===== src/rtl/tawas_rcn_wb.sv =====
// ============================================================================
// tawas_rcn_wb : load-return writeback queue feeding the regfile rcn_load port.
// Optional zero-latency bypass when TAWAS_RCN_WB_BYPASS_EN is defined.
// Revision: 1.0
// ============================================================================
`default_nettype none

module tawas_rcn_wb #(
  parameter int DEPTH = 4,
  parameter int CNT_W = 3
) (
  input  logic        clk,
  input  logic        rst,
  input  logic        req_vld_i,
  input  logic [1:0]  req_slice_i,
  input  logic        rsp_vld_i,
  output logic        rsp_rdy_o,
  input  logic [1:0]  rsp_slice_i,
  input  logic [2:0]  rsp_sel_i,
  input  logic [31:0] rsp_data_i,
  input  logic [3:0]  wb_hold_i,
  output logic        rcn_load_vld_o,
  output logic [1:0]  rcn_load_slice_o,
  output logic [2:0]  rcn_load_sel_o,
  output logic [31:0] rcn_load_o,
  output logic [3:0]  ld_busy_o,
  output logic [3:0]  ld_full_o,
  output logic        err_o
);

  localparam int               AW      = $clog2(DEPTH);
  localparam logic [CNT_W-1:0] CNT_MAX = {CNT_W{1'b1}};

  logic [1:0]       slice_q [DEPTH];
  logic [2:0]       sel_q   [DEPTH];
  logic [31:0]      data_q  [DEPTH];
  logic [AW:0]      wr_ptr_q, rd_ptr_q;
  logic [CNT_W-1:0] cnt_q   [4];
  logic [CNT_W-1:0] cnt_d   [4];
  logic             err_q, err_d;

  logic             w_full, w_empty, w_push, w_issue, w_byp;
  logic [1:0]       w_head_slice;
  logic [3:0]       w_inc, w_dec;

  assign w_full  = (wr_ptr_q[AW] != rd_ptr_q[AW]) &&
                   (wr_ptr_q[AW-1:0] == rd_ptr_q[AW-1:0]);
  assign w_empty = (wr_ptr_q == rd_ptr_q);

  assign w_head_slice = slice_q[rd_ptr_q[AW-1:0]];
  assign w_issue      = !rst && !w_empty && !wb_hold_i[w_head_slice];

`ifdef TAWAS_RCN_WB_BYPASS_EN
  assign w_byp = !rst && w_empty && rsp_vld_i && !wb_hold_i[rsp_slice_i];
`else
  assign w_byp = 1'b0;
`endif

  assign rsp_rdy_o = !rst && !w_full;
  assign w_push    = rsp_vld_i && rsp_rdy_o && !w_byp;

  // Head-of-line order: the FIFO head always wins; bypass only runs when empty.
  always_comb begin
    rcn_load_vld_o   = 1'b0;
    rcn_load_slice_o = 2'd0;
    rcn_load_sel_o   = 3'd0;
    rcn_load_o       = 32'd0;
    if (w_issue) begin
      rcn_load_vld_o   = 1'b1;
      rcn_load_slice_o = w_head_slice;
      rcn_load_sel_o   = sel_q[rd_ptr_q[AW-1:0]];
      rcn_load_o       = data_q[rd_ptr_q[AW-1:0]];
    end else if (w_byp) begin
      rcn_load_vld_o   = 1'b1;
      rcn_load_slice_o = rsp_slice_i;
      rcn_load_sel_o   = rsp_sel_i;
      rcn_load_o       = rsp_data_i;
    end
  end

  generate
    for (genvar g = 0; g < 4; g++) begin : g_slice
      assign w_inc[g]     = req_vld_i && (req_slice_i == 2'(g));
      assign w_dec[g]     = rcn_load_vld_o && (rcn_load_slice_o == 2'(g));
      assign ld_busy_o[g] = (cnt_q[g] != '0);
      assign ld_full_o[g] = (cnt_q[g] == CNT_MAX);
    end
  endgenerate

  // Counters saturate at both ends; any clipped step flags the sticky error.
  always_comb begin
    err_d = err_q;
    if (rsp_vld_i && w_full) err_d = 1'b1;
    for (int s = 0; s < 4; s++) begin
      cnt_d[s] = cnt_q[s];
      if (w_inc[s] && !w_dec[s]) begin
        if (cnt_q[s] == CNT_MAX) err_d = 1'b1;
        else                     cnt_d[s] = cnt_q[s] + 1'b1;
      end else if (w_dec[s] && !w_inc[s]) begin
        if (cnt_q[s] == '0) err_d = 1'b1;
        else                cnt_d[s] = cnt_q[s] - 1'b1;
      end
    end
  end

  always_ff @(posedge clk) begin
    if (rst) begin
      wr_ptr_q <= '0;
      rd_ptr_q <= '0;
      err_q    <= 1'b0;
      for (int s = 0; s < 4; s++) cnt_q[s] <= '0;
    end else begin
      if (w_push) wr_ptr_q <= wr_ptr_q + 1'b1;
      if (w_issue) rd_ptr_q <= rd_ptr_q + 1'b1;
      err_q <= err_d;
      for (int s = 0; s < 4; s++) cnt_q[s] <= cnt_d[s];
    end
  end

  always_ff @(posedge clk) begin
    if (w_push) begin
      slice_q[wr_ptr_q[AW-1:0]] <= rsp_slice_i;
      sel_q[wr_ptr_q[AW-1:0]]   <= rsp_sel_i;
      data_q[wr_ptr_q[AW-1:0]]  <= rsp_data_i;
    end
  end

  assign err_o = err_q;

endmodule

`default_nettype wire

===== config.mk =====
export PLATFORM = sky130hd
export DESIGN_NAME = tawas_rcn_wb
export DESIGN_NICKNAME = d
export VERILOG_FILES = /design/src/rtl/tawas_rcn_wb.sv
export SDC_FILE = /design/constraint.sdc
export NUM_CORES = 1
export LEC_CHECK = 0
export BUFFER_PORTS_ARGS = -buffer_cell sky130_fd_sc_hd__buf_2
export CAP_MARGIN = 30
export CORE_ASPECT_RATIO = 0.5
export CORE_MARGIN = 2
export CORE_UTILIZATION = 55
export DETAILED_ROUTE_END_ITERATION = 7
export PLACE_DENSITY = 0.8
export SYNTH_ARGS = -nofsm -noshare
export SYNTH_HDL_FRONTEND = slang
export SYNTH_SLANG_ARGS = --single-unit

===== constraint.sdc =====
create_clock -name clk -period 7.5 [get_ports clk]
set_clock_uncertainty 0.15 [all_clocks]
set_input_delay 1.125 -clock clk [delete_from_list [all_inputs] [get_ports clk]]
set_output_delay 1.125 -clock clk [all_outputs]
set_load 0.01 [all_outputs]

== Word level (Yosys, flattened, before mapping) ==
Memories as Yosys holds them, arrays and structs flattened. A register that Yosys moved wholly into a read port is not among the register bits.
Cells that the tools add are included.

* Add/sub/neg operators: 10
* $lt $le $gt $ge: 1
* Equal/unequal tests: 13
* Muxes and demuxes: 54
* Bitwise gates (word level): 4
* Reduce and logical (&&, ||, !) cells: 44

{| class="wikitable"
|+ Operator list
! cell !! count
|-
| $mux W3 || 21
|-
| $mux W32 || 1
|-
| $mux W1 || 24
|-
| $logic_and A1 B1 Y1 || 22
|-
| $add A3 B1 Y3 const B || 6
|-
| $mux W2 || 7
|-
| $eq A3 B3 Y1 const B || 4
|-
| $logic_not A1 Y1 || 12
|-
| $logic_not A3 Y1 || 4
|-
| $reduce_bool A3 Y1 || 4
|-
| $sub A3 B1 Y3 const B || 4
|-
| $eq A2 B2 Y1 const B || 4
|-
| $eq A2 B1 Y1 const B || 2
|-
| $logic_not A2 Y1 || 2
|-
| $or A1 B1 Y1 || 4
|-
| $eq A3 B3 Y1 || 1
|-
| $lt A2 B3 Y1 const B || 1
|-
| $bmux W1 S2 || 1
|-
| $eq A2 B2 Y1 || 1
|-
| $ne A1 B1 Y1 || 1
|}

* Flip-flop bits (word level): 7
* Memory bits (writable): 160
* Input port bits: 47
* Output and inout bits: 48
* Word-level logic and storage cells: 133
* Memories kept: 4

{| class="wikitable"
|+ Memories
! name !! depth !! bits a word !! read ports !! clocked after memory_dff !! wr ports !! RTL line !! source
|-
| data_q || 4 || 32 || 1 || 1 || 1 || 36 || <nowiki>logic [31:0] data_q [DEPTH];</nowiki>
|-
| cnt_q || 4 || 3 || 4 || 0 || 4 || 38 || <nowiki>logic [CNT_W-1:0] cnt_q [4];</nowiki>
|-
| sel_q || 4 || 3 || 1 || 1 || 1 || 35 || <nowiki>logic [2:0] sel_q [DEPTH];</nowiki>
|-
| slice_q || 4 || 2 || 1 || 1 || 1 || 34 || <nowiki>logic [1:0] slice_q [DEPTH];</nowiki>
|}

== Depth between registers and ports, before layout ==
* Depth after elaboration: 19
* Mapped depth: 14
* Depth with buffers taken out: 13

== Worst setup path before layout ==
OpenSTA, ideal clock, no wires.

* Kind: input port to flip-flop
* Start: in wb_hold_i[2]
* End: mem cnt_q[1][1]
* Setup time: 132 ps
* Data arrival time: 3315 ps
* Required time: 7218 ps
* Slack: 3904 ps
* Cell stages on the path: 12
* Path buffers: 1
* Cells stage by stage: mux2_4 a221oi_2 o21ai_2 or3_1 ha_1 clkbuf_1 inv_1 fa_1 nor2_1 nor2_1 nor2_1 nor3_1

{| class="wikitable"
|+ RTL lines
! item !! RTL line !! source
|-
| start: declaration || 21 || <nowiki>input logic [3:0] wb_hold_i,</nowiki>
|-
| end: declaration || 38 ||
|}

==> flow_summary.yaml <==
worst_setup_path:
  cpMaxStageDelayCell: "mux4_2"
  crit_top_cell: "buf_4"
  cp_max_fo: 39
  endpoint_kind: "output pin"
  critical-path-top-delay-family: "buffers and inverters"
  start_kind: "flip-flop"
  worstSetupPathType: "flip-flop to output pin"
  crit_arrival_ns: 3.76
  critPathRequiredTime_ns: 6.22
  cp_slowest_stage_delay_ns: 0.68
  crit_chain: "buf_4 > mux4_2 > mux2_4 > a221oi_2 > o21ai_4 > buf_4 > nor2b_1 > buf_2"
  worst-path-buf-inv: 3
outcome:
  outcome: "finished, final reports clean"
floorplan:
  die_y_um: 84.3
  die-area_um2: 13900
  die_w_um: 165
  ios: 95
  initial_core_util: 0.562
  core-area_um2: 12600
  core.rowCount: 29
power_and_ir_drop:
  vdd_ir_drop_max_v: 0.000203
  internal_power_uw: 1590
  p_clk_frac: 0.400
  p_leak_uw: 0.00302
  p_comb_frac: 0.097
  power.density_nw_per_um2: 251
  p_seq_frac: 0.503
  swShare: 0.246
  p_sw_uw: 520
cts:
  cts_buffers: 17
  path_clk_slew_ns: 0.07
  clockRootBuffer: "clkbuf_16"
  hold_buffers: 0
  cts-resized-gates: 0
  clk_path_buf_depth: 2
  clock_latency_ns: 0.42
  ctsHtreeMaxLevel: 4
  cts_setup_buffers: 0
  cts_tree: "yes"
  clock-sinks: 169
synthesis:
  synthesis.area_um2: 7090
  yosys_warnings: 0
  synth_cell_types: 43
  synthCells: 422
  yosysSeqAreaShare: 0.686
  avgSynthCellArea_um2: 16.8
  ys_seq_elements: 169
  synth_nets: 486
sta:
  setup_viol: 0
  hold_violations: 0
  setup_tns_ns: 0
  holdWs_ns: 0.406
  period_minus_slack_ns: 5.04
  fin_crit_sh: 0.672
  slew_violations: 0
  rsz0062_at_grt: "no"
  worst_pin_slew_ns: 0.769
  slew_headroom: 0.487
  fmax_mhz: 198
detailed_routing:
  drc: 0
  viasPerCell: 5.58
  wl_per_cell_um: 18.6
  drt_pre_antenna_iters: 5
  drt_wl_total_um: 13100
  drtAntennaViolNets: 0
  drtIter0Drc: 217
  via_count: 3947
finish:
  final_cell_mix: "edfxtp_1, buf_2, mux4_2, nor2b_1, nor2_1"
  final_util: 0.666
  fin_cells: 707
  final_nets: 589
  antennaDiodeCount: 0
  drive_above_1_share: 0.339
  fin_area_um2: 8410
  areaGrowthSynthToFinish_pct: 18.6
  layout_commonest_cell: "edfxtp_1"
placement:
  gp_congestion: 0.780
  dp.cells: 676
  hpwlAfterDp_um: 8210
  placed_area_um2: 7830
  numPortBuffers: 94
global_routing:
  grt_max_degree: 40
  grt-ovfl-total: 0
  track_usage: 0.201
  grt_pass1_wl_um: 20500
  antenna_found_initial: 0
  grt_pass1_vias: 3931
flow_run:
  maxCapViolations: 0
worst_hold_path:
  hp-class: "flip-flop to flip-flop"
==> registers in the layout, summed over array words and instances, names as in the netlist, named ones only <==
register  count
data_q      128
err_o         1
slice_q       8
cnt_q        12
rd_ptr_q      3
wr_ptr_q      3
sel_q        12
==> logic make-up after synthesis <==
family,synth area share
xor gates and xnor gates,0.0136
DFF,0.686
and+or+nand+nor,0.0900
adders and majority gates,0.0342
muxes,0.125
buffers and inverters,0.0203
AOI/OAI and AO/OA,0.0307
==> Yosys cell counts (all sizes together) <==
library cell | instances | share of area
a31o | 1 | 0.0012
a21oi | 7 | 0.0049
nand2 | 11 | 0.0058
buf | 6 | 0.0049
dfxtp | 21 | 0.059
clkbuf | 11 | 0.0058
o311a | 1 | 0.0014
a221o | 1 | 0.0014
nor4 | 5 | 0.0044
a221oi | 3 | 0.0046
nand3 | 7 | 0.0049
or3 | 7 | 0.0062
nand3b | 2 | 0.0021
or2 | 2 | 0.0018
fa | 4 | 0.011
xor2 | 5 | 0.0062
nor3b | 2 | 0.0021
a22oi | 2 | 0.0021
o311ai | 1 | 0.0012
nor2 | 22 | 0.012
inv | 18 | 0.0095
o31ai | 2 | 0.0021
a32oi | 1 | 0.0012
o21ai | 9 | 0.0069
a41oi | 2 | 0.0025
nor3 | 12 | 0.0085
mux2 | 2 | 0.0037
ha | 13 | 0.023
edfxtp | 148 | 0.63
nor2b | 35 | 0.031
xnor2 | 6 | 0.0074
and3 | 4 | 0.0035
mux2i | 3 | 0.0042
a211oi | 1 | 0.0011
and4 | 2 | 0.0025
or3b | 1 | 0.0012
and2 | 5 | 0.0044
mux4 | 37 | 0.12
==> worst paths after layout <==
path | to | cells after the start | from | slack [ns]
setup / recovery | rcn_load_sel_o[2] | 8 | flip-flop | 2.46
setup reg to reg | cnt_q[0][2] | 12 | flip-flop | 2.99
hold reg to reg | wr_ptr_q[2] | 2 | wr_ptr_q[2] | 0.41
hold / removal | wr_ptr_q[2] | 2 | wr_ptr_q[2] | 0.41
==> worst min-delay path, stage by stage, from the launching register on <==
cell,delay (ns)
dfxtp_1,0.33
xnor2_1,0.15
nor2_1,0.04
==> power groups by stage <==
stage / registers [uW] / clock network (uW) / logic (uW)
after global placement: 1090 / 0 / 196
after floorplan: 1080 / 0 / 138
after detailed placement: 1080 / 0 / 207
final: 1060 / 844 / 205
after CTS: 1060 / 856 / 208
after global routing: 1060 / 890 / 226
==> per-stage QoR <==
stage	setup WS, ns	total power [uW]
floorplan	3.90	1220
global placement	3.02	1280
detailed placement	2.89	1290
CTS	2.39	2130
global route	2.20	2180
finish	2.46	2110
==> final cells by class <==
type                            count  area (um2)
Clock buffer                       17         425
Clock inverter                     14         156
Fill cell                         852        4220
Inverter                           18        67.6
Multi-Input combinational cell    218        2100
Sequential cell                   169        4870
Tap cell                          170         213
Timing Repair Buffer              101         586
==> metal layers <==
metal	global-route usage	wire length [um]	up-vias
met4	0.0632	158	0
met5	0	0	-
met3	0.0593	620	18
li1	-	-	1843
met2	0.329	6500	85
met1	0.264	5870	2001
Note: power is estimated with default switching activity, not from simulation.
